**src/rtl/ace_snoop_scheduler.sv**
```systemverilog
// ACE snoop scheduler: broadcasts one snoop to a subset of masters, collects
// the CR responses and hands a single merged response back to the home node.
module ace_snoop_scheduler #(
  parameter int unsigned NUM_MASTERS    = 4,
  parameter int unsigned ADDR_WIDTH     = 64,
  parameter int unsigned TIMEOUT_CYCLES = 256
) (
  input  logic                     ACLK,
  input  logic                     ARESET,
  input  logic                     req_valid,
  output logic                     req_ready,
  input  logic [ADDR_WIDTH-1:0]    req_addr,
  input  logic [3:0]               req_snoop,
  input  logic [2:0]               req_prot,
  input  logic [NUM_MASTERS-1:0]   req_mask,
  output logic [NUM_MASTERS-1:0]   ac_valid,
  input  logic [NUM_MASTERS-1:0]   ac_ready,
  output logic [ADDR_WIDTH-1:0]    ac_addr,
  output logic [3:0]               ac_snoop,
  output logic [2:0]               ac_prot,
  input  logic [NUM_MASTERS-1:0]   cr_valid,
  output logic [NUM_MASTERS-1:0]   cr_ready,
  input  logic [5*NUM_MASTERS-1:0] cr_resp,
  output logic                     rsp_valid,
  input  logic                     rsp_ready,
  output logic [4:0]               rsp_resp,
  output logic [3:0]               rsp_src,
  output logic [NUM_MASTERS-1:0]   rsp_timeout
);

  localparam int unsigned TW = (TIMEOUT_CYCLES > 1) ? $clog2(TIMEOUT_CYCLES) : 1;

  typedef enum logic [1:0] {IDLE, ISSUE, RESPOND} state_t;

  state_t                  state, state_nxt;
  logic [ADDR_WIDTH-1:0]   addr_q, addr_nxt;
  logic [3:0]              snoop_q, snoop_nxt;
  logic [2:0]              prot_q, prot_nxt;
  logic [NUM_MASTERS-1:0]  ac_pend, ac_pend_nxt;
  logic [NUM_MASTERS-1:0]  cr_pend, cr_pend_nxt;
  logic [NUM_MASTERS-1:0]  tmo_q, tmo_nxt;
  logic [4:0]              acc, acc_nxt;
  logic [3:0]              src_q, src_nxt;
  logic [TW-1:0]           timer, timer_nxt;
  logic                    req_ready_q, rsp_valid_q;
  logic [NUM_MASTERS-1:0]  ac_hs, cr_hs;
  logic                    dt_seen;

  assign req_ready   = req_ready_q;
  assign rsp_valid   = rsp_valid_q;
  assign ac_valid    = ac_pend;
  assign cr_ready    = cr_pend;
  assign ac_addr     = addr_q;
  assign ac_snoop    = snoop_q;
  assign ac_prot     = prot_q;
  assign rsp_resp    = acc;
  assign rsp_src     = src_q;
  assign rsp_timeout = tmo_q;

  // State and datapath registers; every output is a flop.
  always_ff @(posedge ACLK) begin
    if (ARESET) begin
      state       <= IDLE;
      addr_q      <= '0;
      snoop_q     <= '0;
      prot_q      <= '0;
      ac_pend     <= '0;
      cr_pend     <= '0;
      tmo_q       <= '0;
      acc         <= '0;
      src_q       <= '0;
      timer       <= '0;
      req_ready_q <= 1'b0;
      rsp_valid_q <= 1'b0;
    end else begin
      state       <= state_nxt;
      addr_q      <= addr_nxt;
      snoop_q     <= snoop_nxt;
      prot_q      <= prot_nxt;
      ac_pend     <= ac_pend_nxt;
      cr_pend     <= cr_pend_nxt;
      tmo_q       <= tmo_nxt;
      acc         <= acc_nxt;
      src_q       <= src_nxt;
      timer       <= timer_nxt;
      req_ready_q <= (state_nxt == IDLE);
      rsp_valid_q <= (state_nxt == RESPOND);
    end
  end

  // Next-state logic: accept, track per-master AC/CR progress, merge, time out.
  always_comb begin
    state_nxt   = state;
    addr_nxt    = addr_q;
    snoop_nxt   = snoop_q;
    prot_nxt    = prot_q;
    ac_pend_nxt = ac_pend;
    cr_pend_nxt = cr_pend;
    tmo_nxt     = tmo_q;
    acc_nxt     = acc;
    src_nxt     = src_q;
    timer_nxt   = timer;
    ac_hs       = ac_pend & ac_ready;
    cr_hs       = cr_pend & cr_valid;
    dt_seen     = acc[0];

    case (state)
      IDLE: begin
        if (req_valid) begin
          addr_nxt    = req_addr;
          snoop_nxt   = req_snoop;
          prot_nxt    = req_prot;
          ac_pend_nxt = req_mask;
          cr_pend_nxt = '0;
          acc_nxt     = '0;
          src_nxt     = '0;
          tmo_nxt     = '0;
          timer_nxt   = '0;
          state_nxt   = (req_mask != '0) ? ISSUE : RESPOND;
        end
      end

      ISSUE: begin
        ac_pend_nxt = ac_pend & ~ac_hs;
        cr_pend_nxt = (cr_pend & ~cr_hs) | ac_hs;
        // Ascending scan so the lowest DataTransfer index claims rsp_src.
        for (int i = 0; i < int'(NUM_MASTERS); i++) begin
          if (cr_hs[i]) begin
            acc_nxt = acc_nxt | cr_resp[5*i +: 5];
            if (cr_resp[5*i] && !dt_seen) begin
              src_nxt = 4'(i);
              dt_seen = 1'b1;
            end
          end
        end
        timer_nxt = timer + TW'(1);
        if (timer == TW'(TIMEOUT_CYCLES - 1)) begin
          tmo_nxt     = ac_pend_nxt | cr_pend_nxt;
          acc_nxt[1]  = 1'b1;
          ac_pend_nxt = '0;
          cr_pend_nxt = '0;
          state_nxt   = RESPOND;
        end else if ((ac_pend_nxt == '0) && (cr_pend_nxt == '0)) begin
          state_nxt = RESPOND;
        end
      end

      RESPOND: begin
        if (rsp_ready) state_nxt = IDLE;
      end

      default: state_nxt = IDLE;
    endcase
  end

endmodule

```
**config.mk**
```make
export PLATFORM = sky130hd
export DESIGN_NAME = ace_snoop_scheduler
export DESIGN_NICKNAME = d
export VERILOG_FILES = /design/src/rtl/ace_snoop_scheduler.sv
export SDC_FILE = /design/constraint.sdc
export NUM_CORES = 1
export LEC_CHECK = 0
export CORE_ASPECT_RATIO = 2
export CORE_MARGIN = 2
export CORE_UTILIZATION = 44
export DETAILED_ROUTE_END_ITERATION = 7
export MAX_ROUTING_LAYER = met4
export PLACE_DENSITY_LB_ADDON = 0.08
export SETUP_SLACK_MARGIN = 0.1
export SYNTH_ARGS = -nofsm -noshare
export SYNTH_HDL_FRONTEND = slang
export SYNTH_SLANG_ARGS = --single-unit
```
**constraint.sdc**
```tcl
create_clock -name ACLK -period 4.9 [get_ports ACLK]
set_clock_uncertainty 0.05 [all_clocks]
set_input_delay 0.49 -clock ACLK [delete_from_list [all_inputs] [get_ports ACLK]]
set_output_delay 0.49 -clock ACLK [all_outputs]
set_load 0.02 [all_outputs]
```
==> results of run 1 <==
-- area by class of cell --
class | instances | area (um^2)
antenna | 1 | 2.50
clock buffer | 11 | 243
clock inverter | 5 | 31.3
fill | 800 | 2870
inverter | 2 | 7.51
multi-input combinational | 374 | 1880
sequential | 104 | 2080
tap | 104 | 130
timing repair buffer | 202 | 2010
-- power breakdown --
part	switching (mW)	internal, mW	total (mW)
Sequential	0.0347	0.902	0.936
Clock	0.305	0.358	0.663
Combinational	0.235	0.216	0.451
Total	0.575	1.48	2.05
-- routing by layer --
layer / share of wire [%] / vias to the layer above
met1: 37 / 1967
met3: 5.5 / 41
met2: 52 / 175
met4: 5.1 / 0
met5: 0 / -
li1: - / 2117
-- cell usage in the layout, fill, tap and decap left out, types with 2 or more instances in the layout --
cell             instances
o21ai_0                 11
nand2b_1                 9
clkdlybuf4s50_1        199
a311oi_1                 5
nand3b_1                 2
a22oi_1                  6
and3b_1                  2
nand2_1                162
nor3b_1                  2
mux2_2                   3
or2b_2                   2
nand3_1                 11
clkbuf_16                9
dfxtp_1                104
buf_4                    3
a32oi_1                  3
nand4_1                  3
inv_1                    2
nor3_1                   4
and3_1                   3
clkinv_2                 3
a31oi_1                  7
nor2_1                  19
a211oi_1                 5
a21oi_1                 90
-- synthesized netlist by cell type, types with 2 or more instances --
| library cell | instances |
|---|---|
| a211oi_1 | 5 |
| a21oi_1 | 90 |
| a22oi_1 | 6 |
| a311oi_1 | 5 |
| a31oi_1 | 7 |
| a32oi_1 | 3 |
| and3_1 | 3 |
| and3b_1 | 2 |
| buf_2 | 19 |
| buf_6 | 3 |
| clkbuf_1 | 12 |
| dfxtp_1 | 104 |
| inv_1 | 2 |
| mux2_2 | 3 |
| nand2_1 | 162 |
| nand2b_1 | 9 |
| nand3_1 | 11 |
| nand3b_1 | 2 |
| nand4_1 | 3 |
| nor2_1 | 19 |
| nor3_1 | 4 |
| nor3b_1 | 3 |
| o21ai_0 | 11 |
| or2b_2 | 2 |
-- flip-flops by register name, indices dropped and copies added (netlist names) --
signal,cells
ac_prot,3
rsp_resp,5
ac_valid,4
timer,8
ac_addr,64
rsp_src,4
state,2
req_ready,1
ac_snoop,4
cr_ready,4
rsp_valid,1
rsp_timeout,4
-- stage by stage --
| step | hold WS (ns) | cells | area, um^2 |
|---|---|---|---|
| after CTS | 0.405 | 802 | 6390 |
| after global placement | 0.391 | 786 | 6110 |
| after global routing | 0.419 | 802 | 6390 |
| final | 0.402 | 803 | 6390 |
| after detailed placement | 0.395 | 786 | 6110 |
| after floorplan | 0.413 | 516 | 4150 |
-- logic make-up after synthesis --
logic type,after synthesis,synth area share (%)
simple gates,230,24.1
compound gates,140,19.9
flops,104,50.1
buf+inv,38,4.73
mux,3,0.813
fa+ha+maj,1,0.301
-- worst reg2reg max path, stage by stage, from the launching register on --
cell      delay [ns]
dfxtp_1         0.51
nor2b_1         0.91
o21ai_0         0.23
a311oi_1        0.30
-- how the worst max path moves through the flow --
| stage | from | endpoint |
|---|---|---|
| global placement | req_valid | req_ready |
| detailed placement | req_valid | req_ready |
| finish | req_valid | req_ready |
| CTS | req_valid | req_ready |
| floorplan | timer[0] | req_ready |
| global route | req_valid | req_ready |
==> flow_metrics.tcl, run 1 <==
set metrics [dict create \
    cts_buffers 9 \
    tritoncts "yes" \
    grt_use_met2_pct 40.2 \
    routed_wl_um 12400 \
    synth-edff-count 0 \
    io_buffers 200 \
    drt_iter0_drc 297 \
    finalCriticalPeriod_ns 2.09 \
    crit_fanout 82 \
    crit_chain "clkdlybuf4s50_1 -> or3b_2 -> buf_4 -> nor2_1 -> a2111oi_2" \
    gp_congestion 0.916 \
    slew-limit-headroom_pct 26.7 \
    postCtsHoldBufs 0 \
    core_mm2 0.00926 \
    maxCapViolCount 0 \
    syn_avg_cell_area_um2 8.05 \
    endpoint_kind "flop" \
    ys_types 50 \
    finalHoldViolCount 0 \
    grtUsageMet3_pct 4.19 \
    dp.final_hpwl_um 8960 \
    place_ws_ns 2.44 \
    grt_overflow 0 \
    power_density_mw_per_mm2 321 \
    synthFlopType "dfxtp_1" \
    rsz0062_at_grt "no" \
    dieArea_mm2 0.0103 \
    r2r_start "state[0]" \
    synth_nets 624 \
    grt_max_degree 106 \
    path_buf_inv 2 \
    start_kind "input port" \
    clkTransAtPathRegs_ns 0.07 \
    dr_total_vias 4300 \
    clock.fmax_ghz 0.478 \
    grt_pass1_vias 3972 \
    avgRoutedWirePerCell_um 15.5 \
    fp.dieH_um 141 \
    status "finished, final reports clean" \
    cts-htree-levels 3 \
    core.rowCount 50 \
    cp.arrival_ns 2.28 \
    synth_area_leader_cell "dfxtp_1" \
    via_per_inst 5.35 \
    reg2reg_depth 3 \
    clkSinkCount 104 \
    start_util_pct 44.9 \
    yosys-top-cells-area "dfxtp_1 (50%), nand2_1 (15%), a21oi_1 (11%)" \
    setup_viol 0 \
    cts_setup_buffers 0 \
    worstHoldStart "ac_addr[35]" \
    slew_violations 0 \
    fin_crit_sh_pct 42.7 \
    dr.pass1.iters 5 \
    async_reset_ff_share_pct 0 \
    dieWidth_um 72.7 \
    grt-busiest-layer "met2" \
    route.detailed.drc 0 \
    setup_ws_ns 2.81 \
    clk_latency_ns 0.34 \
    final_util_pct 69.0 \
    irDropWorstVdd_uv 207 \
    cts.repair.resized 0 \
    leakage_nw 2.32 \
    syn2layout_area_growth_pct 53.9 \
    path_depth 5 \
    synth_top_cell_area_share_pct 50.1 \
    cp_data_required_time_ns 5.09 \
    seq_area_frac_synth_pct 50.1 \
    p_total_mw 2.05 \
    tns_ns 0 \
    grt_usage_pct 24.5 \
    worst_pin_slew_ns 1.10 \
    clockRootBuffer "clkbuf_16" \
    met1_usage_pct 26.7 \
    reg2reg_to "timer[5]" \
    hold_depth 2 \
    hold_path_class "flop to flop" \
    drive_gt1_share_pct 4.58 \
    worstSetupPathType "input port to flop" \
    synth_seq_cells 104 \
    slowest_delay_ns 0.62 \
    nNetsFinal 801 \
    clockBufferDepth 2 \
    hold_path_end "ac_addr[35]" \
    r2r_setup_slack_ns 2.81 \
    antenna_left 0 \
    grt_pass1_wl_um 19200 \
    crit_slowest_cell "buf_4" \
    ys_warn_count 0 \
    io_pins 201 \
    netlist_instances 516 \
    syn-cell-area_mm2 0.00415 \
    antenna_found_initial 0 \
    worst_path_dominant_cell_family "buffers and inverters" \
]
Power figures use the tool's default switching activity.
==> inputs of run 2 (changes only) <==
--- a/config.mk
+++ b/config.mk
@@ -7,7 +7,7 @@
 export LEC_CHECK = 0
 export CORE_ASPECT_RATIO = 2
 export CORE_MARGIN = 2
-export CORE_UTILIZATION = 44
+export CORE_UTILIZATION = 41
 export DETAILED_ROUTE_END_ITERATION = 7
 export MAX_ROUTING_LAYER = met4
 export PLACE_DENSITY_LB_ADDON = 0.08
==> constraint.sdc (replaced) <==
create_clock -name ACLK -period 2.07 [get_ports ACLK]
set_clock_uncertainty 0.05 [all_clocks]
set_input_delay 0.207 -clock ACLK [delete_from_list [all_inputs] [get_ports ACLK]]
set_output_delay 0.207 -clock ACLK [all_outputs]
set_load 0.02 [all_outputs]
==> flow_metrics.tcl, run 2 (same netlist as run 1, synthesis figures left out) <==
set metrics [dict create \
    status "finished, final reports clean" \
    slew-limit-headroom_pct 72.2 \
    leakage_nw 2.43 \
    grt_usage_pct 24.4 \
    crit_fanout 6 \
    grt_pass1_wl_um 20100 \
    routed_wl_um 13100 \
    power_density_mw_per_mm2 771 \
    clockRootBuffer "clkbuf_16" \
    worst_pin_slew_ns 0.417 \
    clk_latency_ns 0.34 \
    slew_violations 0 \
    antenna_found_initial 0 \
    io_buffers 200 \
    final_common_cell "clkdlybuf4s50_1" \
    power.share.switching_pct 28.0 \
    largest_reg_flops 64 \
    n_antenna_cell 0 \
    final_cell_mix "clkdlybuf4s50_1 (199), nand2_1 (162), dfxtp_1 (104), a21oi_1 (90), nor2_1 (19)" \
    drive_gt1_share_pct 6.73 \
    clock.fmax_ghz 0.542 \
    tns_ns 0 \
    core.rowCount 52 \
    final_util_pct 66.2 \
    worstSetupPathType "flop to flop" \
    nNetsFinal 816 \
    io_pins 201 \
    endpoint_kind "flop" \
    cp_data_required_time_ns 2.26 \
    place_area_mm2 0.00631 \
    finalCriticalPeriod_ns 1.85 \
    clockPowerShare_pct 34.4 \
    crit_slowest_cell "dfxtp_1" \
    maxCapViolCount 0 \
    cp-startpoint "timer[0]" \
    route.detailed.drc 0 \
    drt_iter0_drc 263 \
    worstHoldStart "ARESET" \
    avgRoutedWirePerCell_um 15.4 \
    cts-htree-levels 3 \
    grt_pass1_vias 4267 \
    cts_buffers 9 \
    crit_chain "ha_1 -> and3_1 -> a21boi_4 -> o31ai_1 -> buf_4 -> a2111oi_2" \
    p_switching_mw 1.43 \
    grt_max_degree 74 \
    clkSinkCount 104 \
    finalHoldViolCount 0 \
    power_frac_comb_pct 22.3 \
    clkTransAtPathRegs_ns 0.07 \
    p_seq_share_pct 43.3 \
    slowest_delay_ns 0.34 \
    rsz0062_at_grt "no" \
    fin_crit_sh_pct 89.1 \
    worst_path_dominant_cell_family "compound AO/OA/AOI/OAI gates" \
    irDropWorstVdd_uv 403 \
    dr_total_vias 4383 \
    n_fill_cell 919 \
    grt_overflow 0 \
    postCtsHoldBufs 0 \
    dr.pass1.iters 4 \
    antenna_left 0 \
    fp.dieH_um 146 \
    dieArea_mm2 0.0110 \
    core_mm2 0.0100 \
    gp_congestion 0.903 \
    path_buf_inv 1 \
    start_util_pct 41.4 \
    dieWidth_um 75.2 \
    clockBufferDepth 2 \
    p_int_mw 3.69 \
    hold_path_class "input port to flop" \
    r2r_start "timer[0]" \
    dp.final_hpwl_um 9890 \
    syn2layout_area_growth_pct 59.8 \
    tritoncts "yes" \
    setup_viol 0 \
    start_kind "flop" \
    fin_area_mm2 0.00664 \
    cp.arrival_ns 2.04 \
    via_per_inst 5.17 \
]
## run 2: timing repair
| item | in CTS | in global routing |
|---|---|---|
| gates resized for setup | 0 | 1 |
| endpoints found under the setup margin | 0 | 1 |
| setup buffers | 0 | 0 |
## run 2: final timing paths
| check | endpoint | slack, ns | cells after the start |
|---|---|---|---|
| hold reg to reg | ac_addr[30] | 0.40 | 2 |
| setup / recovery | req_ready | 0.22 | 6 |
| hold / removal | timer[1] | 0.23 | 2 |
| setup reg to reg | req_ready | 0.22 | 6 |
## run 2: layout make-up
type	count	area (um^2)	share of cell area (%)
Clock inverter	6	75.1	1.13
Inverter	2	7.51	0.113
Tap cell	135	169	2.55
Timing Repair Buffer	217	2180	32.8
Multi-Input combinational cell	374	1890	28.4
Sequential cell	104	2080	31.4
Clock buffer	10	239	3.60
## run 2: per-layer routing
layer	share of wire (%)	up-vias	track usage (%)
li1	-	2145	-
met1	34	2025	23.4
met2	54	176	43.8
met3	6.6	37	4.21
met4	4.8	0	13.2
met5	0	-	-
## run 2: power groups by stage
stage | sequential (mW) | combinational (mW) | clock, mW
3_3_place_gp | 2.26 | 1.13 | 0
3_5_place_dp | 2.26 | 1.15 | 0
5_1_grt | 2.23 | 1.23 | 1.90
6_report | 2.22 | 1.14 | 1.76
2_1_floorplan | 2.40 | 0.405 | 0
4_1_cts | 2.22 | 1.15 | 1.80
## run 2: metrics by stage
stage / instances / worst slack, ns / power (mW) / hold WS (ns)
6_report: 848 / 0.225 / 5.12 / 0.232
5_1_grt: 848 / 0.128 / 5.37 / 0.244
4_1_cts: 848 / 0.176 / 5.17 / 0.221
3_5_place_dp: 832 / 0.182 / 3.41 / 0.396
3_3_place_gp: 832 / 0.180 / 3.38 / 0.391
2_1_floorplan: 516 / 0.478 / 2.80 / 0.293
